**config.mk**
```make
export PLATFORM = sky130hd
export DESIGN_NAME = ncr5380_bus_bridge
export DESIGN_NICKNAME = d
export VERILOG_FILES = /design/src/rtl/ncr5380_bus_bridge.sv
export SDC_FILE = /design/constraint.sdc
export NUM_CORES = 1
export LEC_CHECK = 0
export ABC_AREA = 1
export BUFFER_PORTS_ARGS = -buffer_cell sky130_fd_sc_hd__buf_2
export CORE_MARGIN = 2
export CORE_UTILIZATION = 51
export DETAILED_ROUTE_END_ITERATION = 10
export MAX_ROUTING_LAYER = met4
export PLACE_DENSITY = 0.8
export SYNTH_ARGS = -nofsm -noshare
export SYNTH_HDL_FRONTEND = slang
export SYNTH_SLANG_ARGS = --single-unit
```
**constraint.sdc**
```tcl
create_clock -name clk -period 1.85 [get_ports clk]
set_input_delay 0.2775 -clock clk [delete_from_list [all_inputs] [get_ports clk]]
set_output_delay 0.2775 -clock clk [all_outputs]
set_load 0.05 [all_outputs]
```
**src/rtl/ncr5380_bus_bridge.sv**
```systemverilog
// Host-side bridge: turns one decoded CPU access into a clean ncr5380 bus cycle,
// with pseudo-DMA stalling on dreq, a bounded wait, minimum strobe width and recovery gap.
module ncr5380_bus_bridge #(
  parameter int STROBE_CYC  = 2,
  parameter int RECOV_CYC   = 1,
  parameter int DRQ_TIMEOUT = 4096
) (
  input  logic       clk,
  input  logic       reset,
  input  logic       cpu_sel,
  input  logic       cpu_rw,
  input  logic [5:0] cpu_a,
  input  logic [7:0] cpu_wdata,
  output logic [7:0] cpu_rdata,
  output logic       cpu_ack,
  output logic       cpu_berr,
  output logic       bus_cs,
  output logic [2:0] bus_rs,
  output logic       ior,
  output logic       iow,
  output logic       dack,
  output logic [7:0] wdata,
  input  logic       dreq,
  input  logic [7:0] rdata,
  output logic       busy
);

  localparam int SW = (STROBE_CYC > 1) ? $clog2(STROBE_CYC) : 1;
  localparam int RW = (RECOV_CYC > 1) ? $clog2(RECOV_CYC) : 1;
  localparam int DW = (DRQ_TIMEOUT > 0) ? $clog2(DRQ_TIMEOUT + 1) : 1;

  localparam logic [SW-1:0] S_LAST  = SW'(STROBE_CYC - 1);
  localparam logic [RW-1:0] R_LAST  = RW'(RECOV_CYC - 1);
  localparam logic [DW-1:0] DT_LAST = DW'((DRQ_TIMEOUT > 0) ? DRQ_TIMEOUT - 1 : 0);

  typedef enum logic [2:0] {
    S_IDLE,
    S_WAIT_DRQ,
    S_STROBE,
    S_RECOV,
    S_DONE
  } state_t;

  state_t        state, state_next;
  logic          armed;
  logic          rw;
  logic          aborted;
  logic [SW-1:0] scnt;
  logic [RW-1:0] rcnt;
  logic [DW-1:0] dcnt;

  logic start, ack_set, berr_set, cap_rdata, rw_eff;

  // A9..A4 map onto dack and register select; A8/A7 are not decoded here.
  logic unused_a;
  assign unused_a = ^cpu_a[4:3];

  assign busy = (state != S_IDLE);

  always_comb begin
    state_next = state;
    start      = 1'b0;
    ack_set    = 1'b0;
    berr_set   = 1'b0;
    cap_rdata  = 1'b0;
    case (state)
      S_IDLE: begin
        if (cpu_sel && armed) begin
          start = 1'b1;
          if (cpu_a[5] && !dreq && (DRQ_TIMEOUT != 0)) state_next = S_WAIT_DRQ;
          else                                         state_next = S_STROBE;
        end
      end
      S_WAIT_DRQ: begin
        // An abandoned DMA access must not strobe; dreq beats a coincident timeout.
        if (!cpu_sel)           state_next = S_IDLE;
        else if (dreq)          state_next = S_STROBE;
        else if (dcnt == DT_LAST) begin
          state_next = S_DONE;
          ack_set    = 1'b1;
          berr_set   = 1'b1;
        end
      end
      S_STROBE: begin
        if (scnt == S_LAST) begin
          state_next = S_RECOV;
          cap_rdata  = rw;
        end
      end
      S_RECOV: begin
        if (rcnt == R_LAST) begin
          state_next = S_DONE;
          ack_set    = cpu_sel && !aborted;
        end
      end
      S_DONE: begin
        if (!cpu_sel) state_next = S_IDLE;
      end
      default: state_next = S_IDLE;
    endcase
    rw_eff = start ? cpu_rw : rw;
  end

  always_ff @(posedge clk) begin
    if (reset) begin
      state     <= S_IDLE;
      armed     <= 1'b0;
      rw        <= 1'b0;
      aborted   <= 1'b0;
      scnt      <= '0;
      rcnt      <= '0;
      dcnt      <= '0;
      bus_cs    <= 1'b0;
      ior       <= 1'b0;
      iow       <= 1'b0;
      dack      <= 1'b0;
      bus_rs    <= 3'd0;
      wdata     <= 8'd0;
      cpu_rdata <= 8'hFF;
      cpu_ack   <= 1'b0;
      cpu_berr  <= 1'b0;
    end else begin
      state    <= state_next;
      cpu_ack  <= ack_set;
      cpu_berr <= berr_set;

      // Strobes are registered off the next state so they never glitch.
      bus_cs <= (state_next == S_STROBE);
      ior    <= (state_next == S_STROBE) && rw_eff;
      iow    <= (state_next == S_STROBE) && !rw_eff;

      if (start)                                armed <= 1'b0;
      else if (state == S_IDLE && !cpu_sel)     armed <= 1'b1;

      if (start) begin
        rw      <= cpu_rw;
        bus_rs  <= cpu_a[2:0];
        dack    <= cpu_a[5];
        wdata   <= cpu_wdata;
        aborted <= 1'b0;
      end else if ((state == S_STROBE || state == S_RECOV) && !cpu_sel) begin
        aborted <= 1'b1;
      end

      scnt <= (state == S_STROBE && scnt != S_LAST) ? scnt + 1'b1 : '0;
      rcnt <= (state == S_RECOV  && rcnt != R_LAST) ? rcnt + 1'b1 : '0;

      if (state != S_WAIT_DRQ) dcnt <= '0;
      else if (dcnt != '1)     dcnt <= dcnt + 1'b1;

      if (berr_set)       cpu_rdata <= 8'hFF;
      else if (cap_rdata) cpu_rdata <= rdata;
    end
  end

endmodule

```
Word level (Yosys, flattened, before mapping) --
Cells that the tools add are included.
Cells by class: add/subtract/negate cells 3, equal/unequal tests 8, muxes and demuxes 20, bitwise logic cells 3, reduce and logical (&&, ||, !) cells 21
Operators with widths (count):
- 2-to-1 mux 3 bit | 7
- case mux 3 bit (5 select lines) | 1
- adder 13 x 1 -> 13 bit, second input constant | 1
- equality test 13 x 12 -> 1 bit, second input constant | 1
- != test 13 bit, second input constant | 1
- 2-to-1 mux 1 bit | 10
- OR reduction 2 bit | 5
- equality test 3 x 2 -> 1 bit, second input constant | 3
- logical AND 1 bit | 9
- zero test 1 bit | 4
- equality test 3 x 1 -> 1 bit, second input constant | 1
- equality test 3 bit, second input constant | 1
- zero test 3 bit | 1
- != test 3 x 1 -> 1 bit, second input constant | 1
- NOT 1 bit | 3
- nonzero test 3 bit | 1
- adder 1 bit, second input constant | 2
- 2-to-1 mux 2 bit | 1
- case mux 1 bit (2 select lines) | 1
- logical OR 1 bit | 1
Word-level totals: flip-flop bits (word level) 46, input port bits 27, output and inout bits 26, logic and storage cells 71

Longest topological paths before layout --
Gate-level depths: netlist (run 1).
word-level depth 7, gate-level depth with buffers 9, mapped depth without buffers 9

Least setup slack after synthesis (run 1) --
Ideal clock, no wire load.
path kind reg2reg, from register state[1], to register iow, setup time 0.064 ns, data arrival time 1.363 ns, required time 1.786 ns, setup slack 0.423 ns, cell stages (with the launch flop) 9, path buffers 0, period minus slack after synthesis 1.427 ns, cell sequence dfxtp_1 nor2_2 nand2_1 inv_1 o21ai_0 nand2_2 nor2_4 nand2_2 nor2_1
Between the ends: cells in the longest elaborated chain, start to end 6, elaborated cells on any way between the ends 18, classes of those cells eq/ne: 5; mux: 10; reduce/logical: 3
RTL lines:
- start, declared | RTL line 44 | state_t state, state_next;
- start signal, assigned | RTL line 123 | state <= state_next;
- 2-to-1 mux 3 bit | RTL line 78 | else if (dcnt == DT_LAST) begin
- 2-to-1 mux 3 bit | RTL line 77 | else if (dreq) state_next = S_STROBE;
- 2-to-1 mux 3 bit | RTL line 76 | if (!cpu_sel) state_next = S_IDLE;
- case mux 3 bit (5 select lines) | RTL line 66 | case (state)
- equality test 3 x 2 -> 1 bit | RTL line 130 | iow <= (state_next == S_STROBE) && !rw_eff;
- logical AND 1 bit (*) | RTL line 130
- end signal, assigned | RTL line 130
- end, declared | RTL line 20 | output logic iow,
Every way passes the cells marked *; elsewhere a longest branch is shown, timed or not. A chain may end at the register's enable or synchronous reset.

Worst setup path in the final report (run 1) --
from register dcnt[0], to register dcnt[0]
Between the ends: cells in the longest elaborated chain, start to end 1, elaborated cells on any way between the ends 2, classes of those cells add/sub: 1; eq/ne: 1
RTL lines:
- start, declared | RTL line 50 | logic [DW-1:0] dcnt;
- start signal, assigned | RTL line 149 | else if (dcnt != '1) dcnt <= dcnt + 1'b1;
- adder 13 x 1 -> 13 bit / != test 13 bit (equally long branches) | RTL line 149
Parallel ways exist; a longest one is shown, timed or not.

==> results of run 1 <==
-- per-stage QoR --
stage          setup slack (ps)  area (sq um)
2_1_floorplan             423.5          1976
3_3_place_gp              352.2          2286
3_5_place_dp              318.8          2286
4_1_cts                   294.4          2377
5_1_grt                   155.6          2377
6_report                  291.6          2377
-- power breakdown --
group	internal [mW]	switching, mW
sequential	1.02	0.0198
combinational	0.0641	0.158
clock	0.301	0.315
total	1.38	0.493
-- registers in the layout, summed over array words and instances (netlist names), 3 cells and up --
name and flops:
dcnt 13, state 3, bus_rs 3, cpu_rdata 8, wdata 8
-- worst max-delay path by stage --
stage	startpoint	to	cells past startpoint
2_1_floorplan	state[1]	iow	8
3_3_place_gp	dcnt[0]	dcnt[0]	7
3_5_place_dp	dcnt[0]	dcnt[0]	7
4_1_cts	dcnt[0]	dcnt[0]	7
5_1_grt	dcnt[0]	dcnt[0]	7
6_report	dcnt[0]	dcnt[0]	7
-- final cells by class --
type / instances / area share
Tap cell: 48 / 0.02526
Multi-Input combinational cell: 179 / 0.3821
Sequential cell: 46 / 0.3874
Clock inverter: 1 / 0.002105
Clock buffer: 7 / 0.03632
Timing Repair Buffer: 54 / 0.1179
Inverter: 31 / 0.04895
-- synth_stat cells (2+ instances only) --
cell type and number:
clkbuf_1 2, buf_2 3, inv_1 26, nor2_2 4, o21ai_0 3, inv_2 4
nor2_1 21, nand4_1 14, a21oi_1 18, nand2_2 4, nor2_4 6, dfxtp_1 46
nand3_1 22, nand3_2 2, nand2_1 66, a31oi_1 5, xnor2_1 3, nor3_1 4
nand2_4 2
-- metal layers --
metal	GRT usage	share of wire	up-vias
li1	-	-	957
met1	0.2588	0.46	809
met2	0.3000	0.47	52
met3	0.05792	0.054	4
met4	0.1046	0.012	0
met5	-	0	-
-- cell families (layout without fill, tap and decap cells) --
kind of cell             after synthesis  in the layout
AO/OA/AOI/OAI                         27             27
XOR/XNOR                               3              3
adder cells (fa/ha/maj)                1              1
buffers and inverters                 37             93
other                                  1              1
AND/OR/NAND/NOR                      147            147
flip-flops                            46             46
-- tightest hold or removal path, delay by kind of cell --
family | cells | cell delay (ps)
buffers and inverters | 1 | 100
AND/OR/NAND/NOR | 1 | 50
AO/OA/AOI/OAI | 1 | 50
==> results.ini, run 1 <==
[status]
status=completed

[drt]
wl_per_cell_um=11.05
dr.pass1.iters=4
via_per_inst=4.978
drt-total-wl_mm=4.044
drc_errors=0
via_count=1822
first_iter_violations=91
ant_nets=0

[setup_path]
criticalPathCategory=register to register
critPathMaxStageDelay_ps=400
cp_max_fo=6
crit_chain=ha_1 > inv_2 > nor2_4 > nand4_1 > inv_1 > nand2_1 > a21oi_1
crit_buf_inv=2
cp-end-kind=register
crit_path_top_delay_cell=dfxtp_1
r2r_slack_ps=290
cp.required_ps=2070
r2r_cells=7
crit_family=simple AND/OR/NAND/NOR gates
r2r-start=dcnt[0]
r2r_end=dcnt[0]
startpoint_type=register
cp.arrival_ps=1780

[placement]
io_buffers=50
gp_congestion=0.8247
dp_hpwl_mm=2.971
place_inst=358

[logic_synthesis]
ys_ff_latch=46
syn-num-nets=290
yosysTopAreaCell=dfxtp_1
yosysSeqAreaShare=0.4661
ys_types=26
syn_area_per_cell_sq_um=7.541
synth.top_cell.area_share=0.4661
synthAdderAreaFrac=0.006333
synth-edff-count=0
synth-compound-area-share=0.07283
syn_area_sq_um=1976
synth_top_family_by_area=simple AND/OR/NAND/NOR gates
yosysWarnings=0
async_flop_share=0
synthXorXnorAreaFrac=0.01330
synth_cells=262
yosys.area_share.simple=0.3654
synth.area.top_cells=dfxtp_1 47%, nand2_1 13%, nand3_1 5.6%, inv_1 4.9%, a21oi_1 4.6%
synth_mux_area_frac=0
synth_ff_type=dfxtp_1

[hold_path]
whs_path_depth=3
hold_path_end=wdata[1]
hold_start=cpu_wdata[1]
hold_class=input port to register

[global_route]
antenna_found_initial=0
grt_use_total=0.2053
grt_max_degree=20
grt_pass1_wl_mm=6.644
grt_pass1_vias=1561
grt.overflow.total=0

[finish]
multi_input_area_sq_um=908.4
layout_common_cells=66 x nand2_1, 50 x buf_2, 46 x dfxtp_1, 26 x inv_1, 22 x nand3_1
utilization=0.6445
layout.cells.most_common=nand2_1
layout-drive-gt1-share=0.2642
regArea_sq_um=920.9
antenna_cells=0
fillCellCount=346
areaGrowthSynthToFinish_pct=20.33
nNetsFinal=345
final_cells=366

[clocking]
cts.sink_count=46
root_buffer=clkbuf_8
cts_buffers=5
cts_tree=yes
holdBufCountCts=0
clk_pin_slew_ps=80
cts_setup_buffers=0
cts_resized=0
clk_latency_ps=290
htree_levels=2
clockBufferDepth=2

[die]
die_h_um=66.24
start_util=0.5356
die_w_um=66.24
die_area_sq_um=4388
core.rowCount=22
core_sq_um=3689
ios=53

[sta]
drv_slew=0
holdWs_ps=225.0
setup_violations=0
fin_crit_sh=0.8424
fmax_ghz=0.6417
fin_tns_setup_ps=0
finalHoldViolations=0
skew_ps=3.381
rsz0062_at_grt=false
min_period_ps=1558

[power_and_ir_drop]
power_mw=1.877
p_per_area_nw_per_um2=789.4
p_leak_nw=1.076
max-vdd-ir-drop_uv=512.0

[job]
cap_violations=0

Power figures use the tool's default switching activity.
==> run 2: changes to the inputs <==
clock period = 1.63 ns   (was 1.85 ns; I/O delays follow)
==> run 2 against run 1 <==
Combinational power is 17% higher. Clock skew is 1.1 ps higher. Wire length is 2.6% higher. Via count is 3.6% higher.
==> results.ini, run 2 (same netlist as run 1, synthesis figures left out) <==
[status]
status=completed  ; unchanged

[drt]
drc_errors=0  ; unchanged
dr.pass1.iters=4  ; unchanged
via_per_inst=5.117  ; was 4.978
drt-total-wl_mm=4.148  ; was 4.044 mm
ant_nets=0  ; unchanged
first_iter_violations=135  ; was 91
wl_per_cell_um=11.24  ; was 11.05 um
via_count=1888  ; was 1,822

[finish]
nNetsFinal=349  ; was 345
largest_reg_flops=13  ; unchanged
antenna_cells=0  ; unchanged
layout_common_cells=66 x nand2_1, 50 x buf_2, 46 x dfxtp_1, 26 x inv_1, 22 x nand3_1  ; unchanged
final_cells=369  ; was 366
areaGrowthSynthToFinish_pct=22.93  ; was 20.33%
layout.cells.most_common=nand2_1  ; unchanged
top_register=dcnt  ; unchanged
layout-drive-gt1-share=0.2741  ; was 0.2642
largestRegisters=dcnt x13, cpu_rdata x8, wdata x8  ; unchanged

[setup_path]
cp_max_fo=7  ; was 6
startpoint_type=register  ; unchanged
cp.arrival_ps=1210  ; was 1780 ps
cp-end-kind=output port  ; was register
cp.required_ps=1390  ; was 2070 ps
criticalPathCategory=register to output port  ; was register to register

[clocking]
cts_tree=yes  ; unchanged
cts.sink_count=46  ; unchanged
holdBufCountCts=0  ; unchanged
htree_levels=2  ; unchanged
cts_setup_buffers=0  ; unchanged
cts_resized=0  ; unchanged
clk_latency_ps=290  ; about the same
root_buffer=clkbuf_8  ; unchanged
clk_pin_slew_ps=80  ; about the same
clockBufferDepth=2  ; unchanged
cts_buffers=5  ; unchanged

[die]
die_area_sq_um=4388  ; unchanged
core.rowCount=22  ; unchanged
core_sq_um=3689  ; unchanged
ios=53  ; unchanged
die_h_um=66.24  ; unchanged
start_util=0.5356  ; unchanged
die_w_um=66.24  ; unchanged

[placement]
place_inst=362  ; was 358
io_buffers=50  ; unchanged
gp_congestion=0.8376  ; was 0.8247
dp_hpwl_mm=3.167  ; was 2.971 mm

[sta]
fin_crit_sh=0.8953
fin_tns_setup_ps=0  ; unchanged
rsz0062_at_grt=false  ; unchanged
min_period_ps=1459
setup_violations=0  ; unchanged
finalHoldViolations=0  ; unchanged
skew_ps=4.432  ; was 3.381 ps
drv_slew=0  ; unchanged
fmax_ghz=0.6853

[global_route]
grt_max_degree=20  ; unchanged
grt_use_total=0.2161  ; was 0.2053
antenna_found_initial=0  ; unchanged
grt_pass1_vias=1659  ; was 1,561
grt_pass1_wl_mm=7.051  ; was 6.644 mm
grt.overflow.total=0  ; unchanged

[hold_path]
hold_class=input port to register  ; unchanged

[power_and_ir_drop]
p_per_area_nw_per_um2=941.9  ; was 789.4 nW/um^2
p_int_mw=1.722  ; was 1.383 mW
max-vdd-ir-drop_uv=791.7  ; was 512.0 uV
switching_share=0.2474  ; was 0.2628
seqPwrFrac=0.514  ; was 0.553
clkPwrFrac=0.373  ; was 0.329
comb_power_share=0.113  ; was 0.118
p_leak_nw=1.105  ; was 1.076 nW
power.switching_mw=0.5658  ; was 0.4932 mW

[job]
cap_violations=0  ; unchanged

-- run 2: cell types whose count changed in the layout (fill, tap and decap cells not counted) --
cell / delta
buf_4: +4
bufinv_16: +1
clkbuf_1: -1
clkinv_2: -1
-- run 2: final timing paths --
| check | startpoint | end | slack, ps | cells past startpoint |
|---|---|---|---|---|
| worst min-delay path | cpu_a[2] | bus_rs[2] | 190 | 3 |
| worst min register to register | scnt | scnt | 420 | 1 |
| worst max register to register | dcnt[0] | iow | 220 | 9 |
| worst max-delay path | state[1] | busy | 170 | 3 |
-- run 2: metal layers --
layer | global-route usage | wire length, um | vias to the layer above
met3 | 0.05792 | 236 | 6
met5 | - | 0 | -
met1 | 0.2643 | 1842 | 861
li1 | - | - | 966
met2 | 0.3413 | 2016 | 55
met4 | 0.08163 | 53 | 0
-- run 2: cell type report --
class	count	area [sq um]
multi-input combinational	179	908.4
tap	48	60.06
fill	335	1260
timing repair buffer	58	310.3
inverter	31	116.4
sequential	46	920.9
clock inverter	1	30.03
clock buffer	6	82.58
-- run 2: metrics by stage --
step | hold WS [ps] | power, mW | utilization | setup slack (ps) | area (sq um)
floorplan | 387.3 | 1.382 | - | 203.5 | 1976
detailed placement | 413.0 | 1.462 | 0.6279 | 232.7 | 2316
finish | 186.0 | 2.287 | 0.6584 | 170.7 | 2429
CTS | 182.5 | 2.301 | 0.6584 | 163.5 | 2429
global placement | 409.9 | 1.457 | 0.6279 | 262.8 | 2316
global route | 186.3 | 2.385 | 0.6584 | 46.88 | 2429
-- run 2: power by group through the flow --
stage	Sequential (mW)	Combinational, mW	Clock, mW
global route	1.18	0.285	0.921
global placement	1.20	0.257	0
floorplan	1.27	0.114	0
CTS	1.18	0.261	0.865
finish	1.18	0.259	0.854
detailed placement	1.20	0.260	0
-- run 2: critical path, cell delays in order (launching register included) --
cell	delay, ps
dfxtp_1	470
nor2_2	90
nand2_1	90
buf_2	270
==> run 3: changes to the inputs <==
--- a/config.mk
+++ b/config.mk
@@ -11,5 +11,4 @@
 export CORE_UTILIZATION = 51
 export DETAILED_ROUTE_END_ITERATION = 10
-export MAX_ROUTING_LAYER = met4
 export PLACE_DENSITY = 0.8
 export SYNTH_ARGS = -nofsm -noshare
==> constraint.sdc (replaced) <==
create_clock -name clk -period 1.63 [get_ports clk]
set_input_delay 0.2445 -clock clk [delete_from_list [all_inputs] [get_ports clk]]
set_output_delay 0.2445 -clock clk [all_outputs]
set_load 0.005 [all_outputs]
==> run 3 against run 2 <==
Core utilization did not move. Design area did not move. Setup slack improved by 43 ps. Clock skew barely moved. Sequential power barely moved. Clock power barely moved. Combinational power fell by 31%. Wire length barely moved. Critical path type is now register to register. Largest cell class unchanged.
==> results.ini, run 3 (same netlist as run 1, synthesis figures left out) <==
[setup_path]
cp.required_ps=1870  ; was 1390 ps
cp-end-kind=register  ; was output port
r2r_end=iow  ; unchanged
startpoint_type=register  ; unchanged
cp.arrival_ps=1650  ; was 1210 ps
r2r_cells=9  ; unchanged
r2r_slack_ps=210  ; was 220 ps
criticalPathCategory=register to register  ; was register to output port
r2r-start=dcnt[0]  ; unchanged
endpoint=iow  ; was busy
critPathLaunch=dcnt[0]  ; was state[1]
cp_max_fo=5  ; was 7

[finish]
top_register=dcnt  ; unchanged
largest_reg_flops=13  ; unchanged
nNetsFinal=349  ; unchanged
layout_common_cells=66 x nand2_1, 50 x buf_2, 46 x dfxtp_1, 26 x inv_1, 22 x nand3_1  ; unchanged
layout-drive-gt1-share=0.2741  ; unchanged
areaGrowthSynthToFinish_pct=22.93  ; unchanged
final_cells=369  ; unchanged
layout.cells.most_common=nand2_1  ; unchanged
largestRegisters=dcnt x13, cpu_rdata x8, wdata x8  ; unchanged
antenna_cells=0  ; unchanged
final_cell_area_sq_um=2429  ; unchanged
fillCellCount=335  ; unchanged

[status]
status=completed  ; unchanged

[global_route]
grt.overflow.total=0  ; unchanged
antenna_found_initial=0  ; unchanged
grt_pass1_vias=1659  ; unchanged
grt_max_degree=20  ; unchanged
grt_pass1_wl_mm=7.051  ; unchanged
grt_use_total=0.2106  ; was 0.2161

[sta]
min_period_ps=1416  ; was 1459 ps
fin_tns_setup_ps=0  ; unchanged
fmax_ghz=0.7062  ; was 0.6853 GHz
skew_ps=4.422  ; was 4.432 ps
setup_violations=0  ; unchanged
holdWs_ps=188.0  ; was 186.0 ps
rsz0062_at_grt=false  ; unchanged
fin_crit_sh=0.8687  ; was 0.8953
drv_slew=0  ; unchanged
finalHoldViolations=0  ; unchanged

[die]
core.rowCount=22  ; unchanged
die_area_sq_um=4388  ; unchanged
die_h_um=66.24  ; unchanged
ios=53  ; unchanged
core_sq_um=3689  ; unchanged
start_util=0.5356  ; unchanged
die_w_um=66.24  ; unchanged

[placement]
io_buffers=50  ; unchanged
dp_hpwl_mm=3.167  ; unchanged
gp_congestion=0.8251  ; was 0.8376
dpl-instance-area_sq_um=2316  ; unchanged
place_inst=362  ; unchanged

[clocking]
cts_resized=0  ; unchanged
htree_levels=2  ; unchanged
cts.sink_count=46  ; unchanged
holdBufCountCts=0  ; unchanged
cts_buffers=5  ; unchanged
clockBufferDepth=2  ; unchanged
cts_tree=yes  ; unchanged
root_buffer=clkbuf_8  ; unchanged
clk_latency_ps=290  ; about the same
clk_pin_slew_ps=80  ; about the same
cts_setup_buffers=0  ; unchanged

[drt]
via_per_inst=5.103  ; was 5.117
wl_per_cell_um=11.24  ; about the same
drt-total-wl_mm=4.149  ; was 4.148 mm
first_iter_violations=129  ; was 135
via_count=1883  ; was 1,888
ant_nets=0  ; unchanged
dr.pass1.iters=5  ; was 4
drc_errors=0  ; unchanged

[hold_path]
whs_path_depth=3  ; unchanged
hold_class=input port to register  ; unchanged

[power_and_ir_drop]
p_per_area_nw_per_um2=908.2  ; was 941.9 nW/um^2
max-vdd-ir-drop_uv=760.1  ; was 791.7 uV
p_leak_nw=1.105  ; unchanged

[job]
cap_violations=0  ; unchanged

## run 3: cell counts in the layout (fill, tap and decap cells not counted)
Identical to the previous run, type by type.
## run 3: worst min-delay path by stage
stage	from	end	slack [ps]
after floorplan	cpu_a[0]	bus_rs[0]	390
after global placement	scnt	scnt	410
after detailed placement	scnt	scnt	410
after CTS	cpu_a[2]	bus_rs[2]	180
after global routing	cpu_a[2]	bus_rs[2]	190
final	cpu_a[2]	bus_rs[2]	190
## run 3: routing by layer
metal	global-route usage	routed length (um)
met1	0.2600	1868
met2	0.3413	2010
met3	0.06474	228
met4	0.08163	42
met5	0	0
## run 3: worst max-delay path, stage by stage (launching register included)
cell and delay, ps:
dfxtp_1 410, ha_1 210, inv_2 60, nor2_4 140
nand2_4 80, nor2_4 130, nor2_2 50, nor2_4 110
nand2_2 80, nor2_1 80
## run 3: through the flow
step                  util  total power, mW  worst slack, ps
global route        0.6584            2.305            46.88
CTS                 0.6584            2.221            206.5
floorplan                -            1.303            255.3
finish              0.6584            2.206            214.0
detailed placement  0.6279            1.382            232.7
global placement    0.6279            1.377            262.8
## run 3: area by class of cell
class                           count  area (sq um)  area share
Clock inverter                      1         30.03     0.01236
Multi-Input combinational cell    179         908.4      0.3740
Inverter                           31         116.4     0.04791
Sequential cell                    46         920.9      0.3792
Tap cell                           48         60.06     0.02473
Timing Repair Buffer               58         310.3      0.1278
Clock buffer                        6         82.58     0.03400
## run 3: power by group
part,switching (mW),internal (mW)
clock network,0.361,0.490
registers,0.0202,1.16
logic,0.104,0.0753
total,0.485,1.72
